`src/rtl/puck_ctrl_defs.sv`:
```
// rtl/puck_ctrl_defs.sv - shared constants, state encoding and helpers for puck_ctrl
package puck_ctrl_defs;

    // Playfield geometry in hc/vc screen space
    localparam logic [9:0]  X_MIN       = 10'd194;
    localparam logic [9:0]  X_MAX       = 10'd737;
    localparam logic [9:0]  Y_MIN       = 10'd71;
    localparam logic [9:0]  Y_MAX       = 10'd473;
    localparam logic [9:0]  GOAL_LO     = 10'd222;
    localparam logic [9:0]  GOAL_HI     = 10'd322;
    localparam logic [9:0]  R_PUCK      = 10'd10;
    // Squared contact radius between puck and paddle centres
    localparam logic [20:0] HIT_R2      = 21'd625;
    localparam logic [3:0]  WIN_SCORE   = 4'd7;
    localparam logic [4:0]  SERVE_TICKS = 5'd30;
    localparam logic [3:0]  SERVE_DX    = 4'd3;
    localparam logic [3:0]  SERVE_DY    = 4'd2;

    typedef enum logic [3:0] {
        IDLE, SERVE, PLAY, WALL, P1X, P1Y, P2X, P2Y, COMMIT, GOAL, OVER
    } state_t;

    function automatic logic [3:0] sat_inc(input logic [3:0] v);
        return (v == 4'hF) ? v : v + 4'd1;
    endfunction

endpackage

```
`src/rtl/puck_ctrl_if.sv`:
```
// rtl/puck_ctrl_if.sv - strobes, coordinates and mover/score outputs of puck_ctrl
// Ports of the slave (controller) side:
//   in : tick, start, puck_x/y, dot_x_1/y_1, dot_x_2/y_2
//   out: delta_x/y, dir_x/y, puck_reset, score_1/2, hit_1/2, game_over, busy, overrun
interface puck_ctrl_if;
    logic       tick;
    logic       start;
    logic [9:0] puck_x;
    logic [9:0] puck_y;
    logic [9:0] dot_x_1;
    logic [9:0] dot_y_1;
    logic [9:0] dot_x_2;
    logic [9:0] dot_y_2;
    logic [3:0] delta_x;
    logic [3:0] delta_y;
    logic       dir_x;
    logic       dir_y;
    logic       puck_reset;
    logic [3:0] score_1;
    logic [3:0] score_2;
    logic       hit_1;
    logic       hit_2;
    logic       game_over;
    logic       busy;
    logic       overrun;

    modport master (
        output tick, start, puck_x, puck_y, dot_x_1, dot_y_1, dot_x_2, dot_y_2,
        input  delta_x, delta_y, dir_x, dir_y, puck_reset, score_1, score_2,
               hit_1, hit_2, game_over, busy, overrun
    );

    modport slave (
        input  tick, start, puck_x, puck_y, dot_x_1, dot_y_1, dot_x_2, dot_y_2,
        output delta_x, delta_y, dir_x, dir_y, puck_reset, score_1, score_2,
               hit_1, hit_2, game_over, busy, overrun
    );
endinterface

```
`src/rtl/puck_ctrl_abs_square.sv`:
```
// rtl/puck_ctrl_abs_square.sv - combinational |a-b| and its 20-bit square
// Ports: a, b (10-bit unsigned) in; sq (20-bit unsigned) out.
module abs_square (
    input  logic [9:0]  a,
    input  logic [9:0]  b,
    output logic [19:0] sq
);
    logic [9:0] diff;

    // Subtract the smaller from the larger so the difference never wraps
    assign diff = (a >= b) ? (a - b) : (b - a);
    assign sq   = {10'd0, diff} * {10'd0, diff};
endmodule

```
`src/rtl/puck_ctrl.sv`:
```
// rtl/puck_ctrl.sv - air-hockey puck controller: serve, walls, paddles, goals, score
// Ports: clk, clr_n (async active-low), bus (puck_ctrl_if.slave: tick/start and
//        coordinates in; speed, direction, recentre, score, hit and status out).
module puck_ctrl
    import puck_ctrl_defs::*;
(
    input  logic         clk,
    input  logic         clr_n,
    puck_ctrl_if.slave   bus
);
    // Wall thresholds rearranged so no subtraction can wrap below zero
    localparam logic [9:0] X_LEFT   = X_MIN + R_PUCK;
    localparam logic [9:0] X_RIGHT  = X_MAX - R_PUCK;
    localparam logic [9:0] Y_TOP    = Y_MIN + R_PUCK;
    localparam logic [9:0] Y_BOT    = Y_MAX - R_PUCK;
    localparam logic [4:0] SERVE_LAST = SERVE_TICKS - 5'd1;

    state_t      state, state_n;
    logic [9:0]  sx, sy, s1x, s1y, s2x, s2y;
    logic [20:0] acc;
    logic [9:0]  sq_a, sq_b;
    logic [19:0] sq;
    logic [20:0] dist2;
    logic        contact;
    logic [3:0]  delta_x, delta_y, score_1, score_2;
    logic [3:0]  pend_dx, pend_dy;
    logic        dir_x, dir_y, pend_dir_x, pend_dir_y, pend_h1, pend_h2;
    logic        puck_reset, hit_1, hit_2, overrun, concede_2;
    logic [4:0]  serve_cnt;
    logic        busy, in_goal, left_touch, right_touch, goal_l, goal_r, win;

    assign busy        = state inside {WALL, P1X, P1Y, P2X, P2Y, COMMIT};
    assign in_goal     = (sy >= GOAL_LO) && (sy <= GOAL_HI);
    assign left_touch  = sx <= X_LEFT;
    assign right_touch = sx >= X_RIGHT;
    assign goal_l      = left_touch && in_goal;
    assign goal_r      = right_touch && in_goal;
    assign win         = (score_1 == WIN_SCORE) || (score_2 == WIN_SCORE);
    assign dist2       = acc + {1'b0, sq};
    assign contact     = dist2 < HIT_R2;

    // One squarer, stepped through the four coordinate pairs
    always_comb begin
        sq_a = sx;
        sq_b = s1x;
        case (state)
            P1Y:     begin sq_a = sy; sq_b = s1y; end
            P2X:     begin sq_a = sx; sq_b = s2x; end
            P2Y:     begin sq_a = sy; sq_b = s2y; end
            default: ;
        endcase
    end

    abs_square u_sq (.a(sq_a), .b(sq_b), .sq(sq));

    always_ff @(posedge clk or negedge clr_n) begin
        if (!clr_n) state <= IDLE;
        else        state <= state_n;
    end

    // The P2 states are always walked so the commit latency is fixed; a paddle 1
    // contact only suppresses the paddle 2 result.
    always_comb begin
        state_n = state;
        case (state)
            IDLE, OVER: if (bus.start) state_n = SERVE;
            SERVE:      if (bus.tick && serve_cnt == SERVE_LAST) state_n = PLAY;
            PLAY:       if (bus.tick) state_n = WALL;
            WALL:       state_n = (goal_l || goal_r) ? GOAL : P1X;
            P1X:        state_n = P1Y;
            P1Y:        state_n = P2X;
            P2X:        state_n = P2Y;
            P2Y:        state_n = COMMIT;
            COMMIT:     state_n = PLAY;
            GOAL:       state_n = win ? OVER : SERVE;
            default:    state_n = IDLE;
        endcase
    end

    always_ff @(posedge clk or negedge clr_n) begin
        if (!clr_n) begin
            {sx, sy, s1x, s1y, s2x, s2y} <= '0;
            acc        <= '0;
            delta_x    <= '0;
            delta_y    <= '0;
            dir_x      <= 1'b0;
            dir_y      <= 1'b0;
            pend_dx    <= '0;
            pend_dy    <= '0;
            pend_dir_x <= 1'b0;
            pend_dir_y <= 1'b0;
            pend_h1    <= 1'b0;
            pend_h2    <= 1'b0;
            puck_reset <= 1'b0;
            hit_1      <= 1'b0;
            hit_2      <= 1'b0;
            score_1    <= '0;
            score_2    <= '0;
            overrun    <= 1'b0;
            concede_2  <= 1'b0;
            serve_cnt  <= '0;
        end else begin
            puck_reset <= 1'b0;
            hit_1      <= 1'b0;
            hit_2      <= 1'b0;
            if (busy && bus.tick) overrun <= 1'b1;
            case (state)
                IDLE, OVER: if (bus.start) begin
                    score_1    <= '0;
                    score_2    <= '0;
                    overrun    <= 1'b0;
                    puck_reset <= 1'b1;
                    serve_cnt  <= '0;
                end
                SERVE: if (bus.tick) begin
                    if (serve_cnt == SERVE_LAST) begin
                        serve_cnt <= '0;
                        delta_x   <= SERVE_DX;
                        delta_y   <= SERVE_DY;
                        // Serve toward whoever conceded the last goal
                        dir_x     <= concede_2;
                        dir_y     <= 1'b1;
                    end else begin
                        serve_cnt <= serve_cnt + 5'd1;
                    end
                end
                PLAY: if (bus.tick) begin
                    sx  <= bus.puck_x;
                    sy  <= bus.puck_y;
                    s1x <= bus.dot_x_1;
                    s1y <= bus.dot_y_1;
                    s2x <= bus.dot_x_2;
                    s2y <= bus.dot_y_2;
                end
                WALL: begin
                    if (goal_l || goal_r) begin
                        if (goal_l) score_2 <= score_2 + 4'd1;
                        else        score_1 <= score_1 + 4'd1;
                        concede_2  <= goal_r;
                        delta_x    <= '0;
                        delta_y    <= '0;
                        puck_reset <= 1'b1;
                    end
                    pend_dir_x <= left_touch ? 1'b1 : (right_touch ? 1'b0 : dir_x);
                    pend_dir_y <= (sy <= Y_TOP) ? 1'b1 : ((sy >= Y_BOT) ? 1'b0 : dir_y);
                    pend_dx    <= delta_x;
                    pend_dy    <= delta_y;
                    pend_h1    <= 1'b0;
                    pend_h2    <= 1'b0;
                end
                P1X, P2X: acc <= {1'b0, sq};
                P1Y: if (contact) begin
                    pend_dir_x <= sx >= s1x;
                    pend_dir_y <= sy >= s1y;
                    pend_dx    <= sat_inc(delta_x);
                    pend_dy    <= sat_inc(delta_y);
                    pend_h1    <= 1'b1;
                end
                P2Y: if (contact && !pend_h1) begin
                    pend_dir_x <= sx >= s2x;
                    pend_dir_y <= sy >= s2y;
                    pend_dx    <= sat_inc(delta_x);
                    pend_dy    <= sat_inc(delta_y);
                    pend_h2    <= 1'b1;
                end
                COMMIT: begin
                    dir_x   <= pend_dir_x;
                    dir_y   <= pend_dir_y;
                    delta_x <= pend_dx;
                    delta_y <= pend_dy;
                    hit_1   <= pend_h1;
                    hit_2   <= pend_h2;
                end
                GOAL: serve_cnt <= '0;
                default: ;
            endcase
        end
    end

    assign bus.delta_x    = delta_x;
    assign bus.delta_y    = delta_y;
    assign bus.dir_x      = dir_x;
    assign bus.dir_y      = dir_y;
    assign bus.puck_reset = puck_reset;
    assign bus.score_1    = score_1;
    assign bus.score_2    = score_2;
    assign bus.hit_1      = hit_1;
    assign bus.hit_2      = hit_2;
    assign bus.game_over  = (state == OVER);
    assign bus.busy       = busy;
    assign bus.overrun    = overrun;
endmodule

```
`src/flat_wrapper.sv`:
```
// flat-port wrapper written by rule: the top's interface ports become plain ports
module puck_ctrl_flat import puck_ctrl_defs::*;
  (clk, clr_n, bus_tick, bus_start, bus_puck_x, bus_puck_y, bus_dot_x_1, bus_dot_y_1, bus_dot_x_2, bus_dot_y_2, bus_delta_x, bus_delta_y, bus_dir_x, bus_dir_y, bus_puck_reset, bus_score_1, bus_score_2, bus_hit_1, bus_hit_2, bus_game_over, bus_busy, bus_overrun);
  puck_ctrl_if bus_i ();
  input  logic clk;
  input  logic clr_n;
  input wire logic [$bits(bus_i.tick)-1:0] bus_tick;
  input wire logic [$bits(bus_i.start)-1:0] bus_start;
  input wire logic [$bits(bus_i.puck_x)-1:0] bus_puck_x;
  input wire logic [$bits(bus_i.puck_y)-1:0] bus_puck_y;
  input wire logic [$bits(bus_i.dot_x_1)-1:0] bus_dot_x_1;
  input wire logic [$bits(bus_i.dot_y_1)-1:0] bus_dot_y_1;
  input wire logic [$bits(bus_i.dot_x_2)-1:0] bus_dot_x_2;
  input wire logic [$bits(bus_i.dot_y_2)-1:0] bus_dot_y_2;
  output wire logic [$bits(bus_i.delta_x)-1:0] bus_delta_x;
  output wire logic [$bits(bus_i.delta_y)-1:0] bus_delta_y;
  output wire logic [$bits(bus_i.dir_x)-1:0] bus_dir_x;
  output wire logic [$bits(bus_i.dir_y)-1:0] bus_dir_y;
  output wire logic [$bits(bus_i.puck_reset)-1:0] bus_puck_reset;
  output wire logic [$bits(bus_i.score_1)-1:0] bus_score_1;
  output wire logic [$bits(bus_i.score_2)-1:0] bus_score_2;
  output wire logic [$bits(bus_i.hit_1)-1:0] bus_hit_1;
  output wire logic [$bits(bus_i.hit_2)-1:0] bus_hit_2;
  output wire logic [$bits(bus_i.game_over)-1:0] bus_game_over;
  output wire logic [$bits(bus_i.busy)-1:0] bus_busy;
  output wire logic [$bits(bus_i.overrun)-1:0] bus_overrun;
  assign bus_i.tick = bus_tick;
  assign bus_i.start = bus_start;
  assign bus_i.puck_x = bus_puck_x;
  assign bus_i.puck_y = bus_puck_y;
  assign bus_i.dot_x_1 = bus_dot_x_1;
  assign bus_i.dot_y_1 = bus_dot_y_1;
  assign bus_i.dot_x_2 = bus_dot_x_2;
  assign bus_i.dot_y_2 = bus_dot_y_2;
  assign bus_delta_x = bus_i.delta_x;
  assign bus_delta_y = bus_i.delta_y;
  assign bus_dir_x = bus_i.dir_x;
  assign bus_dir_y = bus_i.dir_y;
  assign bus_puck_reset = bus_i.puck_reset;
  assign bus_score_1 = bus_i.score_1;
  assign bus_score_2 = bus_i.score_2;
  assign bus_hit_1 = bus_i.hit_1;
  assign bus_hit_2 = bus_i.hit_2;
  assign bus_game_over = bus_i.game_over;
  assign bus_busy = bus_i.busy;
  assign bus_overrun = bus_i.overrun;
  puck_ctrl u_core (.clk(clk), .clr_n(clr_n), .bus(bus_i));
endmodule
```
`config.mk`:
```
export PLATFORM = sky130hd
export DESIGN_NAME = puck_ctrl_flat
export DESIGN_NICKNAME = d
export VERILOG_FILES = /design/src/rtl/puck_ctrl_defs.sv /design/src/rtl/puck_ctrl_if.sv /design/src/rtl/puck_ctrl_abs_square.sv /design/src/rtl/puck_ctrl.sv /design/src/flat_wrapper.sv
export SDC_FILE = /design/constraint.sdc
export NUM_CORES = 1
export LEC_CHECK = 0
export CAP_MARGIN = 20
export CORE_MARGIN = 5
export CORE_UTILIZATION = 30
export CTS_BUF_LIST = sky130_fd_sc_hd__clkbuf_4
export CTS_CLUSTER_SIZE = 8
export DETAILED_ROUTE_END_ITERATION = 10
export PLACE_DENSITY = 0.59
export SETUP_SLACK_MARGIN = 0.02
export SYNTH_ARGS = -nofsm -noshare
export SYNTH_HDL_FRONTEND = slang
export SYNTH_HIERARCHICAL = 1
export SYNTH_SLANG_ARGS = --single-unit
```
`constraint.sdc`:
```
create_clock -name clk -period 10.79 [get_ports clk]
set_input_delay 1.079 -clock clk [delete_from_list [all_inputs] [get_ports clk]]
set_output_delay 1.079 -clock clk [all_outputs]
set_load 0.02 [all_outputs]
```
Word level (Yosys, flattened, before mapping)
Cells that the tools add are included.

Register bits after elaboration: 124. Input bits: 64. Output and inout bits: 24. Word-level logic and storage cells: 167.

Add/sub/neg operators: 8. $mul: 1. Order comparisons: 12. Equal/unequal tests: 25. Muxes and demuxes: 63. Reduce and logical (&&, ||, !) cells: 32.

Operators by type and width (number): 4-bit 2-to-1 mux (21); 10-bit >= comparator (5); 4-bit case mux with 3 select lines (4); 4-bit case mux with 10 select lines (1); 10-bit case mux with 3 select lines (1); 4-bit by 3-bit equality test with 1-bit output, second input constant (6); 20-bit by 20-bit adder with 21-bit output (1); 21-bit by 10-bit less-than comparator with 1-bit output, second input constant (1); 1-bit 2-to-1 mux (21); 4-bit equality test, second input constant (5); 10-bit by 10-bit multiplier with 20-bit output (1); 10-bit 2-to-1 mux (2); 10-bit subtractor (2); 4-bit by 1-bit adder with 4-bit output, second input constant (4); 4-bit case mux with 2 select lines (2); 5-bit 2-to-1 mux (3); 5-bit case mux with 3 select lines (1); 2-bit inequality test, second input constant (6); 3-bit AND reduction (4); 4-bit AND reduction (3); 10-bit >= comparator, second input constant (1); 10-bit by 8-bit >= comparator with 1-bit output, second input constant (1); 10-bit by 9-bit >= comparator with 1-bit output, second input constant (1); 10-bit by 7-bit <= comparator with 1-bit output, second input constant (1); 18 further kinds (43).

Depth between registers and ports, before layout
Depth after elaboration: 11. Depth in mapped cells: 50. Mapped depth without buffers: 45.

Hierarchy
The synthesis kept the hierarchy.

By module, submodules not included: puck_ctrl (instances 1, cells an instance 825, area each 7936.4 sq um, sequential area each 3103.0 sq um); abs_square (instances 1, cells an instance 472, area each 3757.4 sq um, sequential area each 0.0 sq um).

Worst setup path after synthesis
No wires, ideal clock.

Path kind: flip-flop to flip-flop. From: reg u_core.state[3]. To: reg u_core.pend_dir_x. Setup time: 125 ps. Arrival time: 10374 ps. Data required time: 10665 ps. Slack: 292 ps. Cell stages (with the launch flop): 45. Buffers on the path: 7. Period minus slack after synthesis: 10498 ps. Cell sequence: dfrtp_1 > clkbuf_1 > nand2b_1 > clkbuf_1 > nor2_1 > clkbuf_1 > buf_1 > o21ai_0 > inv_1 > ha_1 > inv_1 > fa_1 > a21o_1 > o21a_1 > o31ai_4 > buf_4 > o31ai_1 > xnor2_1 > [9 not listed] > ha_1 > clkbuf_1 > a21o_1 > a21o_1 > a21oi_1 > nor2_1 > o41ai_1 > o41ai_2 > xor2_1 > ha_1 > clkbuf_1 > nand4_1 > a221oi_1 > nand3_1 > nor4_1 > nand4_1 > o21ai_4 > mux2_2.

Cells in the longest elaborated chain, start to end: 11. Elaborated cells between the ends (all ways): 20. Those cells by class: 3 x add/sub; 1 x mul; 2 x order compare; 6 x eq/ne; 4 x mux; 4 x reduce/logical.

RTL lines: start: declaration (line puck_ctrl.sv:18) `state_t state, state_n;`; start signal: assignment (line puck_ctrl.sv:58) `else state <= state_n;`; 4-bit by 3-bit equality test with 1-bit output (line puck_ctrl.sv:46) `case (state)`; 2-bit OR reduction (no source line) (*); 10-bit 2-to-1 mux (*) (line puck_ctrl.sv:46); named net u_core.sq_a[0] (line puck_ctrl.sv:21) `logic [9:0] sq_a, sq_b;`; 10-bit subtractor / 10-bit >= comparator (equally long branches) (line puck_ctrl_abs_square.sv:11) `assign diff = (a >= b) ? (a - b) : (b - a);`; 10-bit 2-to-1 mux (*) (line puck_ctrl_abs_square.sv:11); 10-bit by 10-bit multiplier with 20-bit output (*) (line puck_ctrl_abs_square.sv:12) `assign sq = {10'd0, diff} * {10'd0, diff};`; named net u_core.sq[17] (line puck_ctrl.sv:22) `logic [19:0] sq;`; 20-bit by 20-bit adder with 21-bit output (*) (line puck_ctrl.sv:39) `assign dist2 = acc + {1'b0, sq};`; 21-bit by 10-bit less-than comparator with 1-bit output (*) (line puck_ctrl.sv:40) `assign contact = dist2 < HIT_R2;`; 1-bit logical AND (line puck_ctrl.sv:159) `P2Y: if (contact && !pend_h1) begin`; 2-bit inequality test (no source line); 3-bit AND reduction (no source line) (*); end signal: assignment (line puck_ctrl.sv:144) `pend_dir_x <= left_touch ? 1'b1 : (right_touch ? 1'b0 : dir_x);`; end: declaration (line puck_ctrl.sv:27) `logic dir_x, dir_y, pend_dir_x, pend_dir_y, pend_h1, pend_h2;`.

Mark *: on every way through the listed nets, which the timed path passes. The rest lies on a longest branch. A chain may end at the register's enable or synchronous reset.

Final worst setup path
From: reg u_core.state[3]. To: reg u_core.pend_dx[2].

Elaborated cells between the ends (all ways): 20. Those cells by class: 3 x add/sub; 1 x mul; 2 x order compare; 6 x eq/ne; 4 x mux; 4 x reduce/logical.

RTL lines: 4-bit by 3-bit equality test with 1-bit output (line puck_ctrl.sv:46); 10-bit case mux with 3 select lines (*) (line puck_ctrl.sv:46); named net u_core.sq_b[0] (line puck_ctrl.sv:21); 10-bit subtractor / 10-bit >= comparator (equally long branches) (line puck_ctrl_abs_square.sv:11); 10-bit 2-to-1 mux (*) (line puck_ctrl_abs_square.sv:11); 10-bit by 10-bit multiplier with 20-bit output (*) (line puck_ctrl_abs_square.sv:12); named net u_core.sq[17] (line puck_ctrl.sv:22); 20-bit by 20-bit adder with 21-bit output (*) (line puck_ctrl.sv:39); 21-bit by 10-bit less-than comparator with 1-bit output (*) (line puck_ctrl.sv:40); 1-bit logical AND (line puck_ctrl.sv:159); 2-bit inequality test (no source line); 3-bit AND reduction (no source line) (*); end signal: assignment (line puck_ctrl.sv:146) `pend_dx <= delta_x;`; end signal: assignment (line puck_ctrl.sv:155) `pend_dx <= sat_inc(delta_x);`; end signal: assignment (line puck_ctrl.sv:162) `pend_dx <= sat_inc(delta_x);`; end: declaration (line puck_ctrl.sv:26) `logic [3:0] pend_dx, pend_dy;`.

Marked as above.

==> flow_metrics.env <==
export IMPL_portBuffers=87
export IMPL_dieArea_um2=43000
export IMPL_ios=88
export IMPL_status="finished, final reports clean"
export IMPL_avgSynthCellArea_um2=9.02
export IMPL_clk_latency_ns=0.58
export IMPL_ctsHtreeMaxLevel=4
export IMPL_critical_path_slowest_cell="fa_1"
export IMPL_hold_ws_ns=0.484
export IMPL_crit_top_cell="fa_1"
export IMPL_path_class="reg2reg"
export IMPL_vias_per_cell=5.03
export IMPL_finalSetupViolCount=0
export IMPL_period_minus_slack_ns=10.25
export IMPL_finClkSkew_ns=0.0228
export IMPL_wirelength_mm=30.7
export IMPL_final_cell_count_no_fill=1931
export IMPL_crit_arrival_ns=10.73
export IMPL_seq_area_frac_synth=0.265
export IMPL_area_delta_synth_final_pct=18.1
export IMPL_syn_nets=1544
export IMPL_die_y_um=207
export IMPL_core_area_um2=38600
export IMPL_cts_sinks=124
export IMPL_synth_edf_count=0
export IMPL_drv_slew=0
export IMPL_rsz0062_at_grt="no"
export IMPL_ys_seq_elements=124
export IMPL_fin_nets=1645
export IMPL_dpl_cell_area_um2=13300
export IMPL_drc=0
export IMPL_synthArstFlopShare=1.00
export IMPL_initial_utilization=0.303
export IMPL_die_x_um=207
export IMPL_clockRootBuffer="clkbuf_4"
export IMPL_place_gp_congestion=0.908
export IMPL_grt_pass1_vias=10000
export IMPL_grt_max_degree=75
export IMPL_fmax_mhz=97.5
export IMPL_mappedNetlistArea_um2=11700
export IMPL_drt_iter0_drc=612
export IMPL_final_hold_viol_count=0
export IMPL_synthDistinctLibCells=72
export IMPL_numCtsBuffers=17
export IMPL_post_route_period_util=0.950
export IMPL_cpPeakStageDelay_ns=0.55
export IMPL_clk_pin_slew_worst_paths_ns=0.13
export IMPL_track_usage=0.142
export IMPL_crit_path_max_fanout=16
export IMPL_dp_hpwl_mm=24.3
export IMPL_vias=9721
export IMPL_ant_nets=0
export IMPL_yosysWarnings=6
export IMPL_maxSlewHeadroom=0.465
export IMPL_finalCoreUtilization=0.357
export IMPL_syn_inst=1297
export IMPL_crit_path_start_kind="flip-flop"
export IMPL_wl_per_cell_um=15.9
export IMPL_cp_end_kind="flip-flop"
export IMPL_tritoncts="yes"
export IMPL_gr_total_overflow=0
export IMPL_tightest_slew_ns=0.796
export IMPL_clockBufferDepth=2
export IMPL_crit_required_ns=11.27
export IMPL_drtPass1Iterations=5
export IMPL_cap_violations=0
export IMPL_dp_cells=1892
export IMPL_stdcell_area_um2=13800
export IMPL_antenna_found_initial=2
export IMPL_drive_gt1_frac=0.157
export IMPL_grt_pass1_wl_mm=51.2
export IMPL_synth_top_flop_cell="dfrtp_1"
export IMPL_num_rows=72
export IMPL_min_path_type="reg2reg"
## logic make-up (layout without fill, tap and decap cells)
| logic type | count (synthesis) | in the layout | share of synthesized area |
|---|---|---|---|
| and+or+nand+nor | 334 | 334 | 0.131 |
| AOI/OAI and AO/OA | 298 | 298 | 0.165 |
| buffers and inverters | 197 | 311 | 0.0666 |
| adders and majority gates | 183 | 183 | 0.229 |
| DFF | 124 | 124 | 0.265 |
| muxes | 111 | 111 | 0.106 |
| xor gates and xnor gates | 49 | 49 | 0.0373 |
| other | 1 | 3 | 0.000321 |
## per-layer routing
| layer | part of all wire | global-route usage | up-vias |
|---|---|---|---|
| met4 | 0.023 | 0.0385 | 0 |
| met1 | 0.46 | 0.190 | 4702 |
| met3 | 0.044 | 0.0257 | 46 |
| met5 | 0 | 0 | - |
| li1 | - | - | 4729 |
| met2 | 0.47 | 0.237 | 244 |
## worst paths after layout
| path | depth (start not counted) | slack, ns | startpoint | endpoint |
|---|---|---|---|---|
| worst max-delay path | 43 | 0.54 | u_core/state[3]$_DFFE_PN0P_ | u_core/pend_dx[2]$_DFFE_PN0P_ |
| worst min-delay path | 2 | 0.48 | u_core/pend_h2$_DFFE_PN0P_ | u_core/pend_h2$_DFFE_PN0P_ |
| worst max register to register | 43 | 0.54 | u_core/state[3]$_DFFE_PN0P_ | u_core/pend_dx[2]$_DFFE_PN0P_ |
| worst min register to register | 2 | 0.48 | u_core/pend_h2$_DFFE_PN0P_ | u_core/pend_h2$_DFFE_PN0P_ |
| max in group asynchronous | 2 | 9.06 | clr_n | u_core/s2x[5]$_DFFE_PN0P_ |
| min in group asynchronous | 1 | 0.54 | clr_n | u_core/s1x[1]$_DFFE_PN0P_ |
## layout by cell type (no fill, tap or decap), types with 16 or more instances in the layout
master / netlist / routed
a21o_1: 25 / 25
a21oi_1: 77 / 74
buf_4: 3 / 35
clkbuf_4: 0 / 17
clkdlybuf4s50_1: 0 / 86
dfrtp_1: 124 / 124
fa_1: 51 / 50
ha_1: 132 / 123
inv_1: 150 / 149
mux2_2: 96 / 96
nand2_1: 116 / 116
nand3_1: 22 / 21
nand4_1: 16 / 16
nor2_1: 95 / 94
nor3_1: 17 / 17
o21ai_0: 77 / 73
xnor2_1: 26 / 24
xor2_1: 22 / 21
## worst max-delay path: cells and delay by family, from the launching register on
| kind | cells | cell delay (ns) |
|---|---|---|
| xor gates and xnor gates | 2 | 0.63 |
| AOI/OAI and AO/OA | 13 | 2.68 |
| muxes | 1 | 0.33 |
| DFF | 1 | 0.40 |
| and+or+nand+nor | 9 | 1.42 |
| buffers and inverters | 9 | 1.07 |
| adders and majority gates | 9 | 3.60 |
## stage by stage
| step | setup WS (ns) | setup TNS, ns |
|---|---|---|
| after detailed placement | -0.0485 | -0.416 |
| after CTS | 0.0753 | 0 |
| after global placement | 0.0475 | 0 |
| after global routing | 0.0338 | 0 |
| final | 0.539 | 0 |
| after floorplan | 0.292 | 0 |
## synth_stat cells (12+ instances only)
library cell  number  area (µm²)
nor2_1            95         357
a31oi_1           15        93.8
ha_1             132        1650
a21oi_1           77         385
dfrtp_1          124        3100
nand3_1           22         110
nand2_1          116         435
mux2i_1           12         120
mux2_2            96        1080
buf_1             14        52.6
xor2_1            22         193
inv_1            150         563
o21ai_0           77         385
nor3_1            17        85.1
a21o_1            25         188
fa_1              51        1020
nand2b_1          14        87.6
nand4_1           16         100
xnor2_1           26         228
o31ai_1           13        97.6
clkbuf_1          20        75.1
and3_1            15        93.8
## state kept, by name (all words and copies together), names as in the netlist, 4 cells and up
register            count
u_core/bus.delta_y      4
u_core/pend_dx          4
u_core/bus.delta_x      4
u_core/state            4
u_core/serve_cnt        5
u_core/acc             20
u_core/s1y             10
u_core/bus.score_2      4
u_core/sy              10
u_core/s2y             10
u_core/s1x             10
u_core/pend_dy          4
u_core/bus.score_1      4
u_core/s2x             10
u_core/sx              10
## layout make-up
type	instances	area, µm²
clock buffers	17	128
fillers	4014	24800
repair buffers	126	1180
well taps	518	648
inverters	153	577
multi-input cells	976	7980
flip-flops and latches	124	3100
diodes	2	5.00
clock inverters	15	189
## what timing repair did
item,CTS,global route
buffers inserted,1,3
cloned,0,1
hold buffers,0,0
hold endpoints to repair,0,0
gates resized for setup,2,41
endpoints found under the setup margin,10,12
pin swaps,1,8
Power is left out: the tool's default activity adds up to more than one toggle a clock period on the data nets, which glitch-free logic cannot reach.
